$ cat config.mk
export PLATFORM = sky130hd
export DESIGN_NAME = reg_file_sb
export DESIGN_NICKNAME = d
export VERILOG_FILES = /design/src/rtl/reg_file_sb.sv
export SDC_FILE = /design/constraint.sdc
export NUM_CORES = 1
export LEC_CHECK = 0
export BUFFER_PORTS_ARGS = -buffer_cell sky130_fd_sc_hd__buf_2
export CORE_MARGIN = 1.5
export CORE_UTILIZATION = 53
export DETAILED_ROUTE_END_ITERATION = 6
export PLACE_DENSITY = 0.71
export SYNTH_ARGS = -nofsm -noshare
export SYNTH_HDL_FRONTEND = slang
export SYNTH_SLANG_ARGS = --single-unit
$ cat constraint.sdc
create_clock -name CLK -period 3 [get_ports CLK]
set_input_delay 0.3 -clock CLK [delete_from_list [all_inputs] [get_ports CLK]]
set_output_delay 0.3 -clock CLK [all_outputs]
set_load 0.005 [all_outputs]
$ cat src/rtl/reg_file_sb.sv
// reg_file_sb: flat GPR/SP/IH/T register file with write bypass and a per-register
// busy scoreboard for RAW hazard detection in decode.
module reg_file_sb #(
   parameter int                 DATA_W  = 16,
   parameter int                 GPR_N   = 8,
   parameter int                 ADDR_W  = 4,
   parameter logic [DATA_W-1:0]  SP_INIT = '0
) (
   input  logic              CLK,
   input  logic              RST_N,
   input  logic              wr_en,
   input  logic [ADDR_W-1:0] wr_addr,
   input  logic [DATA_W-1:0] wr_data,
   input  logic [ADDR_W-1:0] rd_addr1,
   input  logic [ADDR_W-1:0] rd_addr2,
   output logic [DATA_W-1:0] rd_data1,
   output logic [DATA_W-1:0] rd_data2,
   output logic              rd_busy1,
   output logic              rd_busy2,
   input  logic              iss_en,
   input  logic [ADDR_W-1:0] iss_addr,
   input  logic              flush
);
   localparam int REG_N = GPR_N + 3;
   // one extra bit so REG_N == 2**ADDR_W still compares correctly
   localparam logic [ADDR_W:0] NREG = (ADDR_W+1)'(REG_N);

   logic [DATA_W-1:0] r_regs [REG_N];
   logic [REG_N-1:0]  r_busy;
   logic [REG_N-1:0]  w_busy_nxt;
   logic              w_wr_map;
   logic [ADDR_W-1:0] w_ra [2];
   logic [DATA_W-1:0] w_rd [2];
   logic [1:0]        w_rb;

   assign w_wr_map = {1'b0, wr_addr} < NREG;
   assign w_ra[0]  = rd_addr1;
   assign w_ra[1]  = rd_addr2;
   assign rd_data1 = w_rd[0];
   assign rd_data2 = w_rd[1];
   assign rd_busy1 = w_rb[0];
   assign rd_busy2 = w_rb[1];

   for (genvar p = 0; p < 2; p++) begin : g_port
      logic w_map, w_hit;
      assign w_map   = {1'b0, w_ra[p]} < NREG;
      assign w_hit   = w_map && wr_en && (wr_addr == w_ra[p]);
      assign w_rd[p] = !w_map ? '0 : w_hit ? wr_data : r_regs[w_ra[p]];
      assign w_rb[p] = w_map && r_busy[w_ra[p]] && !w_hit;
   end

   // a new issue outranks flush, which outranks the clearing writeback
   for (genvar r = 0; r < REG_N; r++) begin : g_busy
      assign w_busy_nxt[r] = (iss_en && iss_addr == ADDR_W'(r)) ? 1'b1 :
                             flush                              ? 1'b0 :
                             (wr_en && wr_addr == ADDR_W'(r))   ? 1'b0 : r_busy[r];
   end

   always_ff @(posedge CLK or negedge RST_N) begin
      if (!RST_N) begin
         for (int i = 0; i < REG_N; i++) r_regs[i] <= (i == GPR_N) ? SP_INIT : '0;
         r_busy <= '0;
      end else begin
         if (wr_en && w_wr_map) r_regs[wr_addr] <= wr_data;
         r_busy <= w_busy_nxt;
      end
   end
endmodule

==> results of run 1 <==
state kept, by name (all words and copies together) (netlist names):
signal and flops:
r_busy 11, r_regs 176
routing by layer:
layer  vias to the layer above  wire length, um  GRT usage
li1                       3123                -          -
met1                      3875            12180     0.3723
met2                       267            14780     0.4807
met3                        74             1629    0.04545
met4                         0              978     0.1250
met5                         -                0          0
cells in the final DEF, fill, tap and decap left out, types with 3 or more instances in the layout:
master,n
sky130_fd_sc_hd__inv_1,7
sky130_fd_sc_hd__clkinvlp_4,3
sky130_fd_sc_hd__inv_8,4
sky130_fd_sc_hd__buf_12,3
sky130_fd_sc_hd__a21oi_1,3
sky130_fd_sc_hd__nor2_1,22
sky130_fd_sc_hd__mux4_2,68
sky130_fd_sc_hd__nor2b_1,5
sky130_fd_sc_hd__mux2i_1,49
sky130_fd_sc_hd__buf_4,42
sky130_fd_sc_hd__mux2_4,9
sky130_fd_sc_hd__nor2_2,5
sky130_fd_sc_hd__o21ai_0,7
sky130_fd_sc_hd__nand2b_1,5
sky130_fd_sc_hd__dfrtp_1,187
sky130_fd_sc_hd__buf_2,68
sky130_fd_sc_hd__o2bb2ai_1,33
sky130_fd_sc_hd__nand3b_1,27
sky130_fd_sc_hd__o32ai_1,6
sky130_fd_sc_hd__o31ai_1,17
sky130_fd_sc_hd__clkinv_4,3
sky130_fd_sc_hd__mux2_2,199
sky130_fd_sc_hd__o211a_1,16
sky130_fd_sc_hd__nand2_1,22
sky130_fd_sc_hd__clkbuf_16,17
worst max-delay path: cells and delay by family:
kind / cells / cell delay, ps
compound gates: 1 / 80
buf+inv: 3 / 740
mux: 1 / 320
simple gates: 2 / 720
worst max path at each step:
stage	startpoint	endpoint	slack, ps	depth (start not counted)
finish	rd_addr1[3]	rd_data1[14]	520	7
global route	rd_addr1[3]	rd_data1[9]	490	7
CTS	rd_addr1[3]	rd_data1[8]	550	7
detailed placement	rd_addr1[3]	rd_data1[8]	550	7
global placement	rd_addr1[1]	rd_data1[14]	600	7
floorplan	rd_addr2[0]	rd_data2[10]	920	6
area by class of cell:
type / count / area, um2
Clock inverter: 14 / 157.7
Sequential cell: 187 / 4679
Multi-Input combinational cell: 515 / 5722
Timing Repair Buffer: 115 / 737.0
Tap cell: 265 / 331.6
Inverter: 7 / 26.28
Antenna cell: 2 / 5.005
Clock buffer: 18 / 439.2
Fill cell: 1482 / 7620
power by group:
part / total [mW] / switching (mW) / internal, mW
Clock: 2.28 / 1.07 / 1.20
Combinational: 1.86 / 0.743 / 1.12
Sequential: 3.52 / 0.434 / 3.08
per-stage QoR:
stage               std cells  hold slack (ps)
floorplan                 789            4.409
global placement         1088            378.7
detailed placement       1088            387.8
CTS                      1121            185.4
global route             1123            215.0
finish                   1123            204.5
cell families after synthesis:
logic type             Yosys count  share of synthesized area
flip-flops                     187                     0.4341
XOR/XNOR                         2                   0.001625
multiplexers                   325                     0.4080
AND/OR/NAND/NOR                 99                    0.05084
buffers and inverters           87                    0.03680
AO/OA/AOI/OAI                   89                    0.06860
==> impl_metrics.py, run 1 <==
metrics = {
    "floorplanning": {
        "placeableCoreArea_mm2": 0.01972,
        "die_h_um": 145.6,
        "initial_utilization": 0.5467,
        "pin_count": 71,
        "floorplan.die.width_um": 145.6,
        "row_count": 51,
        "design.die.area_mm2": 0.02120,
    },
    "sta": {
        "final.setup.worst_slack_ps": 519.3,
        "min_period_over_period": 0.8269,
        "report.final.slew_viol_count": 0,
        "timing.final.crit_period_ps": 2481,
        "tightestPinTransition_ps": 742.7,
        "timing.slew.headroom": 0.5049,
        "rsz0062_at_grt": "false",
        "setup_viol_count_final": 0,
        "fmax_mhz": 403.1,
        "finalClockSkew_ps": 0,
        "setup-tns-final_ps": 0,
        "final-hold-violation-count": 0,
    },
    "grt": {
        "grtUsageTotal": 0.2873,
        "grt_antenna_before_repair": 2,
        "grt_remaining_overflow": 0,
        "grt_first_pass_wirelength_mm": 45.86,
        "grt_max_degree": 74,
        "via_count_of_the_first_global_routing_pass": 7892,
    },
    "worst_setup_path": {
        "worst-r2r-cell-count": 2,
        "maximum_fanout_along_the_worst_path": 19,
        "cp_slowest_cell": "sky130_fd_sc_hd__or4_1",
        "path_class": "in -> out",
        "worstReg2RegStart": "r_busy[5]",
        "crit_path_top_cell_by_count": "sky130_fd_sc_hd__buf_2",
        "worst_path_largest_cell_delay_ps": 430,
        "r2r_setup_slack_ps": 2170,
        "cp_cell_sequence": "buf_2 -> nor3b_1 -> a211oi_1 -> or4_1 -> buf_4 -> mux2_4 -> buf_2",
        "startpoint_type": "input port",
        "cp-end-kind": "primary output",
        "worst_r2r_endpoint": "r_busy[5]",
        "critPathArrivalTime_ps": 2180,
        "crit_required_ps": 2700,
    },
    "synthesis": {
        "postSynth.topFlopCell": "sky130_fd_sc_hd__dfrtp_1",
        "post_synth_most_frequent_cells": "sky130_fd_sc_hd__mux2_2, sky130_fd_sc_hd__dfrtp_1, sky130_fd_sc_hd__mux4_2",
        "yosys-top-cells-area": "sky130_fd_sc_hd__dfrtp_1, sky130_fd_sc_hd__mux2_2, sky130_fd_sc_hd__mux4_2, sky130_fd_sc_hd__mux2i_1, sky130_fd_sc_hd__o2bb2ai_1",
        "number_of_warning_messages_in_the_yosys_log": 0,
        "async_flop_share": 1.000,
        "post-synth-top-area-cell": "sky130_fd_sc_hd__dfrtp_1",
        "synth-edff-count": 0,
        "synthCells": 789,
        "ys_seq_area_frac": 0.4341,
        "syn_nets": 826,
        "synth.ff_latch_count": 187,
        "proportion_of_netlist_area_held_by_the_largest_area_contributor": 0.4341,
        "synthesis.area_mm2": 0.01078,
        "post-synth-top-count-cell": "sky130_fd_sc_hd__mux2_2",
        "synthDistinctLibCells": 41,
        "syn_avg_cell_area_um2": 13.66,
    },
    "outcome": {
        "outcome": "finished, final reports clean",
    },
    "cts": {
        "clockRootBuffer": "sky130_fd_sc_hd__clkbuf_16",
        "clock_tree_from_tritoncts": "yes",
        "cts.hold.buffers_added": 1,
        "cts_resized": 0,
        "worst_setup_hold_path_clk_slew_ps": 70,
        "maximum_level_of_the_cts_h_tree": 4,
        "cts_inserted_buffers": 17,
        "clock_latency_ps": 430,
        "cts.path.max_buffers": 2,
        "clkSinkCount": 187,
        "postCtsSetupRepairBufs": 0,
    },
    "power_and_ir_drop": {
        "total_power_mw": 7.656,
        "cellLeakagePower_nw": 5.275,
        "power.density_cell_area_mw_per_mm2": 632.8,
        "ir_drop_uv": 254.7,
    },
    "finish": {
        "nNetsFinal": 880,
        "postLayoutCoreUtil": 0.6136,
        "areaGrowthSynthToFinish_pct": 12.23,
        "post-route-cell-area_mm2": 0.01210,
        "layout-drive-gt1-share": 0.5047,
    },
    "placed_design": {
        "post_dp_cell_area_mm2": 0.01149,
        "portBuffers": 70,
        "dp.final_hpwl_mm": 19.75,
        "gpl.final_weighted_congestion": 0.8120,
        "detailedPlace.worstSlack_ps": 546.1,
    },
    "hold_path": {
        "min_delay_worst_endpoint": "r_busy[3]",
        "hp-start": "iss_addr[1]",
        "min_delay_path_depth": 3,
        "min-delay-path-class": "in -> reg",
    },
    "flow_run": {
        "maxCapViolCount": 0,
    },
    "route": {
        "routed-via-count": 7339,
        "antenna_left": 0,
        "drt_drc_violations_left": 0,
        "avgViaCountPerCell": 6.535,
        "routedWlPerCell_um": 26.33,
        "route.final.wire_length_mm": 29.57,
        "pre_repair_dr_iteration_count": 5,
        "detail_route.iter0.violations": 619,
    },
}
(Power assumes the default switching activity.)
==> run 2: changes to the inputs <==
==> constraint.sdc (replaced) <==
create_clock -name CLK -period 2.5 [get_ports CLK]
set_input_delay 0.25 -clock CLK [delete_from_list [all_inputs] [get_ports CLK]]
set_output_delay 0.25 -clock CLK [all_outputs]
set_load 0.005 [all_outputs]
==> impl_metrics.py, run 2 (synthesis results as in run 1) <==
metrics = {
    "worst_setup_path": {
        "maximum_fanout_along_the_worst_path": 3,
        "crit_required_ps": 2250,
        "cp-end-kind": "primary output",
        "r2r_setup_slack_ps": 1690,
        "path_class": "reg -> out",
        "critPathArrivalTime_ps": 2030,
        "startpoint_type": "flip-flop",
    },
    "hold_path": {
        "min-delay-path-class": "in -> reg",
    },
    "finish": {
        "postLayoutCoreUtil": 0.6179,
        "areaGrowthSynthToFinish_pct": 13.02,
        "biggest_regs": "r_regs (176), r_busy (11)",
        "largest_reg_by_ff_count": "r_regs",
        "layout-drive-gt1-share": 0.5058,
        "nNetsFinal": 882,
        "flip_flop_count_of_the_largest_register_all_copies_and_words_added": 176,
        "final_common_cell": "sky130_fd_sc_hd__mux2_2",
        "final_cells": 1123,
        "layout_common_cells": "sky130_fd_sc_hd__mux2_2, sky130_fd_sc_hd__dfrtp_1, sky130_fd_sc_hd__mux4_2, sky130_fd_sc_hd__buf_2, sky130_fd_sc_hd__mux2i_1",
        "antenna_cells_inserted": 0,
    },
    "sta": {
        "report.final.slew_viol_count": 0,
        "fmax_mhz": 438.1,
        "finalClockSkew_ps": 0,
        "rsz0062_at_grt": "false",
        "setup-tns-final_ps": 0,
        "setup_viol_count_final": 0,
        "min_period_over_period": 0.9131,
        "final-hold-violation-count": 0,
        "final.setup.worst_slack_ps": 217.2,
        "timing.slew.headroom": 0.5672,
        "tightestPinTransition_ps": 649.2,
        "timing.final.crit_period_ps": 2283,
    },
    "floorplanning": {
        "placeableCoreArea_mm2": 0.01972,
        "die_h_um": 145.6,
        "initial_utilization": 0.5467,
        "floorplan.die.width_um": 145.6,
        "design.die.area_mm2": 0.02120,
        "row_count": 51,
        "pin_count": 71,
    },
    "placed_design": {
        "detailedPlace.worstSlack_ps": 317.8,
        "portBuffers": 70,
        "gpl.final_weighted_congestion": 0.8422,
        "dpl.cell_count": 1090,
        "dp.final_hpwl_mm": 19.16,
    },
    "cts": {
        "maximum_level_of_the_cts_h_tree": 4,
        "clkSinkCount": 187,
        "cts_resized": 0,
        "clock_tree_from_tritoncts": "yes",
        "clock_latency_ps": 430,
        "worst_setup_hold_path_clk_slew_ps": 70,
        "postCtsSetupRepairBufs": 0,
        "clockRootBuffer": "sky130_fd_sc_hd__clkbuf_16",
        "cts.path.max_buffers": 2,
        "cts_inserted_buffers": 17,
    },
    "route": {
        "avgViaCountPerCell": 6.597,
        "route.final.wire_length_mm": 29.01,
        "drt_drc_violations_left": 0,
        "detail_route.iter0.violations": 574,
        "antenna_left": 0,
        "routedWlPerCell_um": 25.83,
        "routed-via-count": 7408,
        "pre_repair_dr_iteration_count": 5,
    },
    "grt": {
        "grt_remaining_overflow": 0,
        "grtUsageTotal": 0.2812,
        "grt_antenna_before_repair": 0,
        "grt_first_pass_wirelength_mm": 45.18,
        "via_count_of_the_first_global_routing_pass": 7716,
        "grt_max_degree": 67,
    },
    "flow_run": {
        "maxCapViolCount": 0,
    },
    "power_and_ir_drop": {
        "cellLeakagePower_nw": 5.325,
        "power.density_cell_area_mw_per_mm2": 744.7,
        "ir_drop_uv": 470.9,
    },
    "outcome": {
        "outcome": "finished, final reports clean",
    },
}
run 2: changes by cell type in the layout (fill, tap and decap cells not counted), sizes merged:
cell / before / now
bufinv: 1 / 0
clkinv: 4 / 8
clkinvlp: 3 / 0
buf: 114 / 116
diode: 2 / 0
run 2: cell type report:
class / count / area (um2)
clock buffer: 18 / 439.2
clock inverter: 14 / 132.6
fill: 1445 / 7535
inverter: 7 / 26.28
multi-input combinational: 515 / 5722
sequential: 187 / 4679
tap: 265 / 331.6
timing repair buffer: 117 / 852.1
run 2: stage by stage:
stage | hold WS (ps) | power (mW) | area, um2
global placement | 281.9 | 6.330 | 11600
finish | 154.8 | 9.072 | 12180
floorplan | -45.59 | 5.747 | 10780
global route | 157.7 | 9.476 | 12180
CTS | 140.6 | 9.109 | 12180
detailed placement | 286.1 | 6.492 | 11600
run 2: worst max-delay path, stage by stage (launching register included):
cell and delay [ps]:
sky130_fd_sc_hd__dfrtp_1 400, sky130_fd_sc_hd__mux4_2 460, sky130_fd_sc_hd__mux2i_1 210, sky130_fd_sc_hd__o2bb2ai_1 120, sky130_fd_sc_hd__mux2_2 270, sky130_fd_sc_hd__buf_2 130
run 2: worst paths after layout:
| kind | from | to | cells past startpoint |
|---|---|---|---|
| worst max-delay path | r_regs[127] | rd_data2[15] | 5 |
| worst min register to register | r_regs[138] | r_regs[138] | 1 |
| worst min-delay path | iss_addr[0] | r_busy[0] | 3 |
| max in group asynchronous | RST_N | r_regs[35] | 3 |
| worst max register to register | r_regs[2] | r_regs[2] | 1 |
| min in group asynchronous | RST_N | r_busy[3] | 2 |
run 2: power breakdown:
group | leakage (nW) | internal [mW] | switching [mW]
sequential | 2.31 | 3.70 | 0.519
combinational | 2.73 | 1.36 | 0.880
clock | 0.285 | 1.35 | 1.27
run 2: repair_timing:
| action | CTS | global route |
|---|---|---|
| endpoints found under the setup margin | 0 | 0 |
| hold endpoints to repair | 64 | 0 |
| hold buffers | 1 | 0 |
run 2: metal layers:
layer,track usage,share of wire
met4,0.1301,0.039
met3,0.04859,0.052
met1,0.3578,0.41
met5,0,0
met2,0.4712,0.50
